### src/rtl/sine_sample_gen.sv
// -----------------------------------------------------------------------------
// sine_sample_gen
//
// Direct-digital-synthesis sample source for the sine PWM modulator. Each
// accepted request advances a phase accumulator by fcw, folds the captured
// phase through a quarter-wave sine table and returns an offset-binary sample
// with sample_valid high in the cycle after the second edge following the
// request edge.
//
// Pipeline:
//   stage 0 (request edge) : capture phase, advance accumulator, latch carry
//   stage 1                : split phase into quadrant and table index
//   stage 2                : table read, quadrant fold, output registers
//
// Ports:
//   clk_100      in   1            100 MHz system clock, rising edge
//   rst_n        in   1            asynchronous active-low reset
//   en           in   1            enable shared with the PWM modulator
//   fcw          in   PHASE_WIDTH  frequency control word, used on acceptance
//   sample_req   in   1            one-cycle request at each PWM period start
//   sample       out  DATA_WIDTH   offset-binary sine sample, holds between valids
//   sample_valid out  1            one-cycle strobe, sample is new
//   phase_wrap   out  1            with sample_valid: accumulator wrapped on that request
//
// The quarter-wave table holds round(127*sin(pi/2*(k+0.5)/64)) for k = 0..63,
// i.e. it is tabulated for LUT_ADDR = 6 and DATA_WIDTH = 8. Other values of
// those two parameters need the table regenerated; PHASE_WIDTH is free
// (>= LUT_ADDR+2).
// -----------------------------------------------------------------------------
module sine_sample_gen #(
  parameter int PHASE_WIDTH = 16,
  parameter int LUT_ADDR    = 6,
  parameter int DATA_WIDTH  = 8
) (
  input  logic                   clk_100,
  input  logic                   rst_n,
  input  logic                   en,
  input  logic [PHASE_WIDTH-1:0] fcw,
  input  logic                   sample_req,
  output logic [DATA_WIDTH-1:0]  sample,
  output logic                   sample_valid,
  output logic                   phase_wrap
);

  localparam int N = 1 << LUT_ADDR;

  // Offset-binary zero: the value at reset and the fold pivot.
  localparam logic [DATA_WIDTH-1:0] MID = DATA_WIDTH'(1) << (DATA_WIDTH - 1);

  // NOTE: the table is a constant ROM, so it has no reset and no write port;
  // only the pipeline registers below are reset.
  localparam int unsigned LUT_Q [N] = '{
      2,   5,   8,  11,  14,  17,  20,  23,
     26,  29,  32,  35,  38,  41,  44,  47,
     50,  53,  56,  58,  61,  64,  67,  69,
     72,  74,  77,  79,  82,  84,  86,  89,
     91,  93,  95,  97,  99, 101, 103, 105,
    106, 108, 110, 111, 113, 114, 115, 117,
    118, 119, 120, 121, 122, 123, 124, 124,
    125, 125, 126, 126, 127, 127, 127, 127
  };

  // ---------------------------------------------------------------------------
  // Stage 0: accumulator and request capture
  // ---------------------------------------------------------------------------
  logic                   accept;
  logic [PHASE_WIDTH:0]   acc_sum;     // extra MSB is the wrap carry
  logic [PHASE_WIDTH-1:0] acc;
  logic [LUT_ADDR+1:0]    phi_top_s0;  // only quadrant + index bits are kept
  logic                   wrap_s0;
  logic                   vld_s0;

  assign accept  = sample_req & en;
  assign acc_sum = {1'b0, acc} + {1'b0, fcw};

  // NOTE: every clocked register is assigned with <= so all stages read the
  // values from before the edge; blocking = here would collapse the pipeline.
  always_ff @(posedge clk_100 or negedge rst_n) begin
    if (!rst_n) begin
      acc        <= '0;
      phi_top_s0 <= '0;
      wrap_s0    <= 1'b0;
      vld_s0     <= 1'b0;
    end else begin
      vld_s0 <= accept;
      if (accept) begin
        // Phase captured is the pre-increment value; the carry belongs to
        // this request.
        phi_top_s0 <= acc[PHASE_WIDTH-1 -: LUT_ADDR+2];
        acc        <= acc_sum[PHASE_WIDTH-1:0];
        wrap_s0    <= acc_sum[PHASE_WIDTH];
      end
    end
  end

  // ---------------------------------------------------------------------------
  // Stage 1: quadrant / index split
  // ---------------------------------------------------------------------------
  logic [1:0]          quad_s1;
  logic [LUT_ADDR-1:0] idx_s1;
  logic                wrap_s1;
  logic                vld_s1;

  always_ff @(posedge clk_100 or negedge rst_n) begin
    if (!rst_n) begin
      quad_s1 <= '0;
      idx_s1  <= '0;
      wrap_s1 <= 1'b0;
      vld_s1  <= 1'b0;
    end else begin
      vld_s1 <= vld_s0;
      if (vld_s0) begin
        quad_s1 <= phi_top_s0[LUT_ADDR+1 -: 2];
        idx_s1  <= phi_top_s0[LUT_ADDR-1:0];
        wrap_s1 <= wrap_s0;
      end
    end
  end

  // ---------------------------------------------------------------------------
  // Stage 2: table read and quadrant fold
  // ---------------------------------------------------------------------------
  logic [LUT_ADDR-1:0]   lut_addr;
  logic [DATA_WIDTH-1:0] lut_val;
  logic [DATA_WIDTH-1:0] fold_val;

  // NOTE: each always_comb output gets a default first, so no path leaves a
  // signal unassigned and no latch is inferred.
  always_comb begin
    lut_addr = idx_s1;
    lut_val  = '0;
    fold_val = MID;
    // Odd quadrants run the table backwards; N-1-i is the bitwise inverse.
    if (quad_s1[0]) lut_addr = ~idx_s1;
    lut_val = DATA_WIDTH'(LUT_Q[lut_addr]);
    // Lower half-cycle mirrors about the midscale so x and x+half sum to 2^D-1.
    if (quad_s1[1]) fold_val = MID - DATA_WIDTH'(1) - lut_val;
    else            fold_val = MID + lut_val;
  end

  always_ff @(posedge clk_100 or negedge rst_n) begin
    if (!rst_n) begin
      sample       <= MID;
      sample_valid <= 1'b0;
      phase_wrap   <= 1'b0;
    end else begin
      sample_valid <= vld_s1;
      phase_wrap   <= vld_s1 & wrap_s1;
      if (vld_s1) sample <= fold_val;
    end
  end

endmodule

### config.mk
export PLATFORM = sky130hd
export DESIGN_NAME = sine_sample_gen
export DESIGN_NICKNAME = d
export VERILOG_FILES = /design/src/rtl/sine_sample_gen.sv
export SDC_FILE = /design/constraint.sdc
export NUM_CORES = 1
export LEC_CHECK = 0
export CAP_MARGIN = 15
export CORE_AREA = 10 10 98 100
export CTS_BUF_LIST = sky130_fd_sc_hd__clkbuf_16
export DETAILED_ROUTE_END_ITERATION = 10
export DIE_AREA = 0 0 108 110
export HOLD_SLACK_MARGIN = 0.02
export PLACE_DENSITY = 0.69
export SLEW_MARGIN = 20
export SYNTH_ARGS = -nofsm -noshare
export SYNTH_HDL_FRONTEND = slang
export SYNTH_SLANG_ARGS = --single-unit
### constraint.sdc
create_clock -name clk_100 -period 6.2 [get_ports clk_100]
set_input_delay 0.93 -clock clk_100 [delete_from_list [all_inputs] [get_ports clk_100]]
set_output_delay 0.93 -clock clk_100 [all_outputs]
set_load 0.005 [all_outputs]
==> summary.md, run 1 <==
| Metric | Value |
|---|---|
| Status | `complete, no violations` |
| Post-synth top area share | `0.303` |
| Cell Pwr Density | `528 nW/um^2` |
| ANT nets after route | `0` |
| DR top layer | `met4` |
| Global route overflow | `0` |
| Fillcell total | `~690` |
| Placed inst area | `3980 um^2` |
| Number of max-cap violations | `0` |
| Root Driver | `clkbuf_16` |
| Total negative slack | `0 ns` |
| # rows | `32` |
| DR vias | `3277` |
| Inserted Diodes | `0` |
| Hold Path Class | `flop to flop` |
| Vias in the first global route | `3109` |
| Main synth FF type | `dfrtp_1` |
| Max stage delay on crit path | `0.76 ns` |
| DR WL met3 | `399 um` |
| # setup viols final | `0` |
| Crit-path leading delay family | `compound AO/OA/AOI/OAI gates` |
| DIE WIDTH | `108 um` |
| Routability cong. | `0.925` |
| Met1 WL | `3890 um` |
| Worst Clk Skew | `0.0115 ns` |
| DRC | `0` |
| Post-cts resize count | `0` |
| Area leader, netlist | `dfrtp_1` |
| CP Capture Type | `flop` |
| Buf+Inv Stages, Crit Path | `1` |
| Met2 wire length | `4070 um` |
| Flops & latches, synth | `46` |
| Final Max Slew Viols | `0` |
| Period utilization | `0.541` |
| H-Tree Depth | `2` |
| Avg Cell Area, Syn | `8.38 um^2` |
| P_leak | `1.78 nW` |
| Clock Latency Late Sink | `a little under 0.3 ns` |
| Fmax | `0.298 GHz` |
| Setup repair after global routing missed its margin | `no` |
| Library cells used by synthesis | `73` |
| Critical Path RT | `6.38 ns` |
| Slew @ Worst Pin | `1.05 ns` |
| Vias per Instance | `5.89` |
| Largest net degree at the start of global routing | `47` |
| Core area | `~7600 um^2` |
| Max clock buf depth | `2` |
| Final Hold Fails | `0` |
| Initial DRT Pass Iterations | `5` |
| I/O Buffers | `29` |
| Post-layout minimum cycle time | `roughly 3.4 ns` |
| Clk pin slew, worst setup/hold paths | `about 0.070 ns` |
| Mapped Cells | `444` |
| Mapped Nets | `491` |
| Critical path cell sequence | `xnor2_1, inv_1, ha_1, nor2b_1, o21ai_0, o211ai_1, a222oi_1, nor2_1, a221o_1` |
| Detail Placement HPWL | `6170 um` |
| Die Y | `110 um` |
| Share of the yosys chip area belonging to registers | `0.310` |
| Hold-fix buffers at CTS | `0` |
| Final instance area | `4150 um^2` |
| Rel. slew slack | `0.303` |
| Synth async-reset ratio | `1.00` |
| Startpoint Class | `flop` |
| CP max FO | `33` |
| Initial antenna violation count | `0` |
| Die ar. | `approximately 12000 um^2` |
| Setup bufs post-CTS | `0` |
| CTS tree | `done` |
| DR WL/cell | `15.3 um` |
| Critical Path Slowest Stage Cell | `dfrtp_1` |
| Clk sinks | `46` |
| Final WL | `8480 um` |
| Synth area leaders | `dfrtp_1 30%, ha_1 8.7%, nand2_1 7.2%, o21ai_0 4.6%, a21oi_1 3.1%` |
| Tot GR Track Use | `0.147` |
| P&R area growth vs syn | `11.5%` |
| Initial DRC count | `188` |
| Worst endpoint data arrival time | `between 3 and 4 ns` |
| I/O pin total | `30` |
| Max IR drop VDD | `about 0.2 mV` |
| Share of cells above drive strength 1 | `0.0683` |
| First-pass GRT wire length | `14700 um` |
| Layout Nets | `500` |
| Starting Density | `0.486` |
| Syn. warnings | `0` |
| Worst setup path class | `flop to flop` |
| Synth Cell Area | `3720 um^2` |
| Post-synth EDFFs | `0` |
| CTS buffer count | `5` |
[routing by layer]
metal / vias up / global-route usage
met5: - / 0
met4: 0 / 0.0401
met3: 11 / 0.0267
met2: 99 / 0.250
met1: 1545 / 0.188
li1: 1622 / -
[Yosys cell counts, types with 4 or more instances]
cell type  count
nor3_1         9
buf_2          8
clkbuf_1      11
ha_1          26
a31oi_1        5
nand3_1       10
nor2b_1       11
a21o_1         8
nor2_1        24
nand2b_1      13
o21ai_0       34
inv_1          8
nand2_1       71
o31ai_1        5
xnor2_1       11
and2_1         7
xor2_1         5
buf_6          5
buf_4          5
dfrtp_1       45
nand4_1        4
mux2_2        10
o21bai_1       4
a21oi_1       23
[where the power goes]
| part | internal, mW | leakage [nW] | switching (mW) |
|---|---|---|---|
| Sequential | 0.422 | 0.573 | 0.167 |
| Combinational | 0.585 | 1.12 | 0.710 |
| Clock | 0.191 | 0.0842 | 0.115 |
[layout by cell type (no fill, tap or decap), types with 7 or more instances in the layout]
cell / netlist / routed
nand2_1: 71 / 71
dfrtp_1: 45 / 45
o21ai_0: 34 / 34
clkdlybuf4s50_1: 0 / 28
ha_1: 26 / 26
nor2_1: 24 / 24
a21oi_1: 23 / 23
nand2b_1: 13 / 13
xnor2_1: 11 / 11
nor2b_1: 11 / 11
mux2_2: 10 / 10
nand3_1: 10 / 10
nor3_1: 9 / 9
inv_1: 8 / 8
a21o_1: 8 / 8
and2_1: 7 / 7
[area by class of cell]
| class | count | area [um^2] | share of cell area |
|---|---|---|---|
| clock buffer | 5 | 125 | 0.0302 |
| sequential | 46 | 1150 | 0.278 |
| timing repair buffer | 32 | 310 | 0.0748 |
| clock inverter | 3 | 43.8 | 0.0106 |
| multi-input combinational | 357 | 2350 | 0.566 |
| inverter | 11 | 41.3 | 0.00995 |
| tap | 102 | 128 | 0.0308 |
[path summary, 6_finish.rpt]
| check | from | to | slack [ns] | depth (start not counted) |
|---|---|---|---|---|
| max reg2reg | quad_s1[0] | sample[3] | 2.85 | 9 |
| min reg2reg | phi_top_s0[2] | phi_top_s0[2] | 0.47 | 2 |
| max | quad_s1[0] | sample[3] | 2.85 | 9 |
| min | phi_top_s0[2] | phi_top_s0[2] | 0.47 | 2 |
| max in group asynchronous | rst_n | acc[11] | 5.16 | 1 |
| min in group asynchronous | rst_n | acc[3] | 0.64 | 1 |
[metrics by stage]
| stage | worst slack (ns) | hold WS (ns) | std cells | total power [mW] | util |
|---|---|---|---|---|---|
| final | 2.85 | 0.469 | 556 | 2.19 | 0.542 |
| after global placement | 2.79 | 0.454 | 548 | 1.85 | 0.520 |
| after CTS | 2.90 | 0.475 | 556 | 2.19 | 0.542 |
| after floorplan | 3.31 | 0.352 | 444 | 1.58 | - |
| after global routing | 2.58 | 0.508 | 556 | 2.39 | 0.542 |
| after detailed placement | 2.79 | 0.458 | 548 | 1.87 | 0.520 |
[tightest hold or removal path, cell delays in order (launching register included)]
cell     delay, ns
dfrtp_1       0.34
nand2_1       0.05
nand2_1       0.05
[cells by family (layout without fill, tap and decap cells)]
| logic type | count (synthesis) | count (layout) | synth area share |
|---|---|---|---|
| DFF | 46 | 46 | 0.310 |
| and+or+nand+nor | 170 | 170 | 0.224 |
| xor gates and xnor gates | 16 | 16 | 0.0377 |
| muxes | 13 | 13 | 0.0387 |
| buffers and inverters | 41 | 51 | 0.0592 |
| AOI/OAI and AO/OA | 131 | 131 | 0.238 |
| adders and majority gates | 27 | 27 | 0.0928 |
[flip-flops by register name, indices dropped and copies added (netlist names)]
register and count:
vld_s0 1, phase_wrap 1, sample 8, sample_valid 1, phi_top_s0 8, vld_s1 1
idx_s1 6, wrap_s0 1, acc 16, quad_s1 2, wrap_s1 1
Power figures use the tool's default switching activity.
==> inputs of run 2 (changes only) <==
==> constraint.sdc (replaced) <==
create_clock -name clk_100 -period 3.4 [get_ports clk_100]
set_input_delay 0.51 -clock clk_100 [delete_from_list [all_inputs] [get_ports clk_100]]
set_output_delay 0.51 -clock clk_100 [all_outputs]
set_load 0.005 [all_outputs]
==> run 2 against run 1 <==
Critical path depth did not move. Combinational power rose by 90%. Clock skew fell by 0.0065 ns. Count of clock-buffer cells in the layout is the same. Total power is 80% higher. Cell count is 0.72% higher. Core utilization is 0.082 points higher. Clock power up 57%. Maximum frequency grew 12%. Non-clock buffer count increased by 4. Routed wire length rose by 3.2%.
==> summary.md, run 2 (synthesis gave the netlist of run 1 again) <==
| Metric | Value |
|---|---|
| Status | `complete, no violations` |
| Worst endpoint data arrival time | `approximately 3.2 ns` |
| Critical Path Slowest Stage Cell | `xnor2_1` |
| Worst Setup SP | `quad_s1[0]` |
| CTS tree | `done` |
| Largest net degree at the start of global routing | `47` |
| Clk network pwr share | `0.122` |
| Final WL | `8750 um` |
| CP max FO | `14` |
| Startpoint Class | `flop` |
| Starting Density | `0.486` |
| Core area | `about 7600 um^2` |
| P_leak | `1.78 nW` |
| Worst R2R Start | `quad_s1[0]` |
| First-pass GRT wire length | `14600 um` |
| Max clock buf depth | `2` |
| Most frequent cells in the layout | `71 x nand2_1, 45 x dfrtp_1, 34 x o21ai_0` |
| Max reg flops | `16` |
| Commonest non-fill, non-tap cell in the layout | `nand2_1` |
| Rel. slew slack | `0.530` |
| Worst setup path class | `flop to flop` |
| # setup viols final | `0` |
| Initial antenna violation count | `0` |
| Die Y | `110 um` |
| DR vias | `between 3000 and 4000` |
| Detail Placement HPWL | `between 6000 and 7000 um` |
| Placed cells | `552` |
| Initial DRC count | `152` |
| Post-layout minimum cycle time | `approximately 3 ns` |
| Number of max-cap violations | `0` |
| Slew @ Worst Pin | `0.700 ns` |
| Final Hold Fails | `0` |
| Crit-path leading delay family | `compound AO/OA/AOI/OAI gates` |
| Setup bufs post-CTS | `0` |
| Switching power total | `1.82 mW` |
| Fmax | `0.335 GHz` |
| Buf+Inv Stages, Crit Path | `1` |
| Total negative slack | `0 ns` |
| CP Capture Type | `flop` |
| Top reg by flops | `acc` |
| Largest registers | `acc: 16 flops, phi_top_s0: 8 flops, sample: 8 flops` |
| I/O Buffers | `29` |
| Worst Clk Skew | `0.00508 ns` |
| Comb pwr share | `0.625` |
| Final core utilization | `0.543` |
| Critical path cell sequence | `xnor2_1, inv_1, ha_1, a21bo_1, a32oi_1, o31ai_1, a222oi_1, nor2_1, a221o_1` |
| P&R area growth vs syn | `11.7%` |
| Final Max Slew Viols | `0` |
| Root Driver | `clkbuf_16` |
| Clock Latency Late Sink | `roughly 0.28 ns` |
| Global route overflow | `0` |
| Setup repair after global routing missed its margin | `no` |
| CTS buffer count | `5` |
| Die ar. | `11900 um^2` |
| Layout Nets | `504` |
| Hold-fix buffers at CTS | `0` |
| Clk pin slew, worst setup/hold paths | `0.07 ns` |
| I/O pin total | `30` |
| Cell Pwr Density | `950 nW/um^2` |
| Internal power | `2.13 mW` |
| Post-cts resize count | `0` |
| # rows | `32` |
| Inserted Diodes | `0` |
| Clk sinks | `46` |
| Hold Path Class | `input port to async pin` |
| Share of cells above drive strength 1 | `0.0742` |
| ANT nets after route | `0` |
| Vias in the first global route | `between 3000 and 4000` |
| Vias per Instance | `5.87` |
| Initial DRT Pass Iterations | `5` |
| Routability cong. | `slightly above 0.9` |
| Fin cells | `560` |
| Critical Path RT | `3.57 ns` |
| Sw frac | `0.460` |
| Tot GR Track Use | `0.147` |
| H-Tree Depth | `2` |
| DIE WIDTH | `between 100 and 150 um` |
| Flop pwr share | `0.254` |
| Max stage delay on crit path | `approximately 0.55 ns` |
| Fillcell total | `roughly 700` |
| DR WL/cell | `15.6 um` |
| Max IR drop VDD | `around 0.46 mV` |
| Period utilization | `0.879` |
| DRC | `0` |
==> run 2: cell count changes in the layout (fill, tap and decap cells not counted), sizes merged <==
cell / previous run / this run
clkinvlp: 0 / 1
buf: 4 / 8
bufinv: 1 / 0
==> run 2: path summary, 6_finish.rpt <==
| kind | slack (ns) | depth (start not counted) | to |
|---|---|---|---|
| setup / recovery | 0.41 | 9 | sample[3] |
| hold / removal | 0.22 | 1 | acc[4] |
| setup reg to reg | 0.41 | 9 | sample[3] |
| hold reg to reg | 0.47 | 2 | phi_top_s0[5] |
| max in group asynchronous | 2.77 | 1 | sample[3] |
| min in group clk_100 | 0.47 | 2 | phi_top_s0[5] |
==> run 2: per-layer routing <==
layer  vias to the layer above  share of wire  track usage
met1                      1539           0.45        0.190
li1                       1633              -            -
met5                         -              0            0
met3                         6          0.059       0.0273
met4                         0         0.0058       0.0344
met2                       109           0.49        0.249
==> run 2: layout make-up <==
cell class	instances	area, um^2	area share
clock buffers	5	125	0.0301
clock inverters	3	20.0	0.00482
inverters	11	41.3	0.00994
multi-input cells	357	2350	0.565
flip-flops and latches	46	1150	0.277
well taps	102	128	0.0307
repair buffers	36	340	0.0819
==> run 2: per-stage QoR <==
step	worst slack [ns]	total power, mW	hold slack [ns]	area [um^2]
final	0.412	3.95	0.220	4150
after global routing	0.163	4.30	0.267	4150
after CTS	0.452	3.95	0.452	4150
after detailed placement	0.351	3.45	0.459	4010
after global placement	0.416	3.40	0.452	4010
after floorplan	0.508	2.88	0.214	3720
==> run 2: power groups by stage <==
stage,logic (mW),registers [mW],clock network (mW)
floorplan,2.00,0.887,0
global placement,2.40,0.998,0
detailed placement,2.44,1.01,0
CTS,2.45,1.00,0.498
global route,2.74,1.04,0.516
finish,2.47,1.00,0.480
==> edit (config.mk and constraints of run 1) <==
Change the parameter `PHASE_WIDTH` from 16 to 14.
--- a/src/rtl/sine_sample_gen.sv
+++ b/src/rtl/sine_sample_gen.sv
@@ -29,5 +29,5 @@
 // -----------------------------------------------------------------------------
 module sine_sample_gen #(
-  parameter int PHASE_WIDTH = 16,
+  parameter int PHASE_WIDTH = 14,
   parameter int LUT_ADDR    = 6,
   parameter int DATA_WIDTH  = 8
Ports: changed (resized fcw); port bits go from 30 to 28. The function was not compared with the original's and may differ.
==> edit against run 1 <==
  * Cell count shrank 4.7%
  * Combinational power shrank 15%
  * Wire length shrank 4.2%
  * Sequential cell count shrank 2
  * Setup slack gained 120 ps
  * Total power shrank 12%
  * Design area shrank 3.7%
  * Area after synthesis shrank 3.4%
  * Count of clock-buffer cells in the layout is the same
  * Largest cell class unchanged
  * Largest power group unchanged
==> edit: results <==
{
  "cts.repair.resized": 0,
  "placed_cells": 522,
  "track_usage": 0.138,
  "placed_area_mm2": 0.00383,
  "cts_setup_buffers": 0,
  "num-nets-final": 470,
  "synth_nets": 462,
  "ys_warn_count": 0,
  "syn_area_per_cell_um2": 8.57,
  "critPathMaxFanout": 30,
  "dr.pass1.iters": 5,
  "drt_iter0_drc": 157,
  "root_buffer": "clkbuf_16",
  "grt_pass1_wl_mm": 13.8,
  "reg2regPathDepth": 7,
  "ys_top_cells_by_area": "dfrtp_1 30%, ha_1 8.4%, nand2_1 6.2%",
  "clkTransAtPathRegs_ps": 60,
  "preCtsSetupSlack_ps": 2960,
  "fin_skew_ps": 3.85,
  "synth_cell_types": 72,
  "grt_pass1_vias": 2920,
  "cellLeakagePower_nw": 1.73,
  "cts_buffers": 5,
  "synth_common_cells": "59 x nand2_1, 43 x dfrtp_1, 24 x a21oi_1, 24 x ha_1, 23 x o21ai_0",
  "hold_path_class": "reg2reg",
  "clock_path_buffers": 2,
  "min_path_cells": 2,
  "worstSkewPairLatency_ps": 290,
  "ys_seq_area_frac": 0.307,
  "drive_gt1_frac": 0.0491,
  "cts_max_level": 2,
  "gp_congestion": 0.883,
  "met3_usage": 0.0232,
  "final_cells": 530,
  "fill_cells": 709,
  "grtUsageMet2": 0.228,
  "grt.met1_usage": 0.177,
  "antenna_cells": 0,
  "wire_per_inst_um": 15.3,
  "antenna_found_initial": 0,
  "dpl.hpwl_mm": 5.79,
  "arrival_ps": 3390,
  "portBuffers": 27,
  "grt_start_max_net_pins": 47,
  "peakVddDrop_v": 0.000189,
  "worstMarginPinSlew_ps": 925,
  "synth_async_sr_flop_share": 1.00,
  "top_regs": "acc x14, phi_top_s0 x8, sample x8",
  "via_per_inst": 5.84,
  "status": "completed"
}
## edit: area by class of cell
type | count | area (um^2) | area share
Sequential cell | 44 | 1100 | 0.276
Clock buffer | 5 | 125 | 0.0313
Multi-Input combinational cell | 330 | 2250 | 0.563
Clock inverter | 3 | 37.5 | 0.00940
Timing Repair Buffer | 30 | 290 | 0.0727
Tap cell | 102 | 128 | 0.0319
Inverter | 16 | 60.1 | 0.0150
## edit: final timing paths
path / to / slack [ps] / start
max reg2reg: sample[0] / 2970 / quad_s1[0]
max: sample[0] / 2970 / quad_s1[0]
min: phi_top_s0[0] / 470 / phi_top_s0[0]
min reg2reg: phi_top_s0[0] / 470 / phi_top_s0[0]
min in group asynchronous: sample[0] / 650 / rst_n
max in group asynchronous: idx_s1[3] / 5130 / rst_n
## edit: logic make-up (layout without fill, tap and decap cells)
kind of cell               after synthesis  after routing  share of synthesized area
DFF                                     44             44                      0.307
buffers and inverters                   45             54                     0.0665
and+or+nand+nor                        160            160                      0.243
muxes                                    9              9                     0.0265
adders and majority gates               25             25                     0.0892
AOI/OAI and AO/OA                      124            124                      0.237
xor gates and xnor gates                12             12                     0.0313
## edit: metal layers
| layer | share of wire | vias up |
|---|---|---|
| li1 | - | 1556 |
| met1 | 0.46 | 1441 |
| met2 | 0.47 | 82 |
| met3 | 0.049 | 15 |
| met4 | 0.021 | 0 |
| met5 | 0 | - |
## edit: power breakdown
group	internal, mW	leakage, nW	total (mW)	switching (mW)
combinational	0.506	1.10	1.11	0.600
clock	0.187	0.0789	0.293	0.105
sequential	0.400	0.546	0.540	0.139
## edit: worst max-delay path, cell delays in order (launching register included)
cell and delay, ps:
dfrtp_1 720, xnor2_1 680, inv_1 220, ha_1 370
a2111oi_0 480, a311o_1 200, o21ai_0 90, a221o_1 340
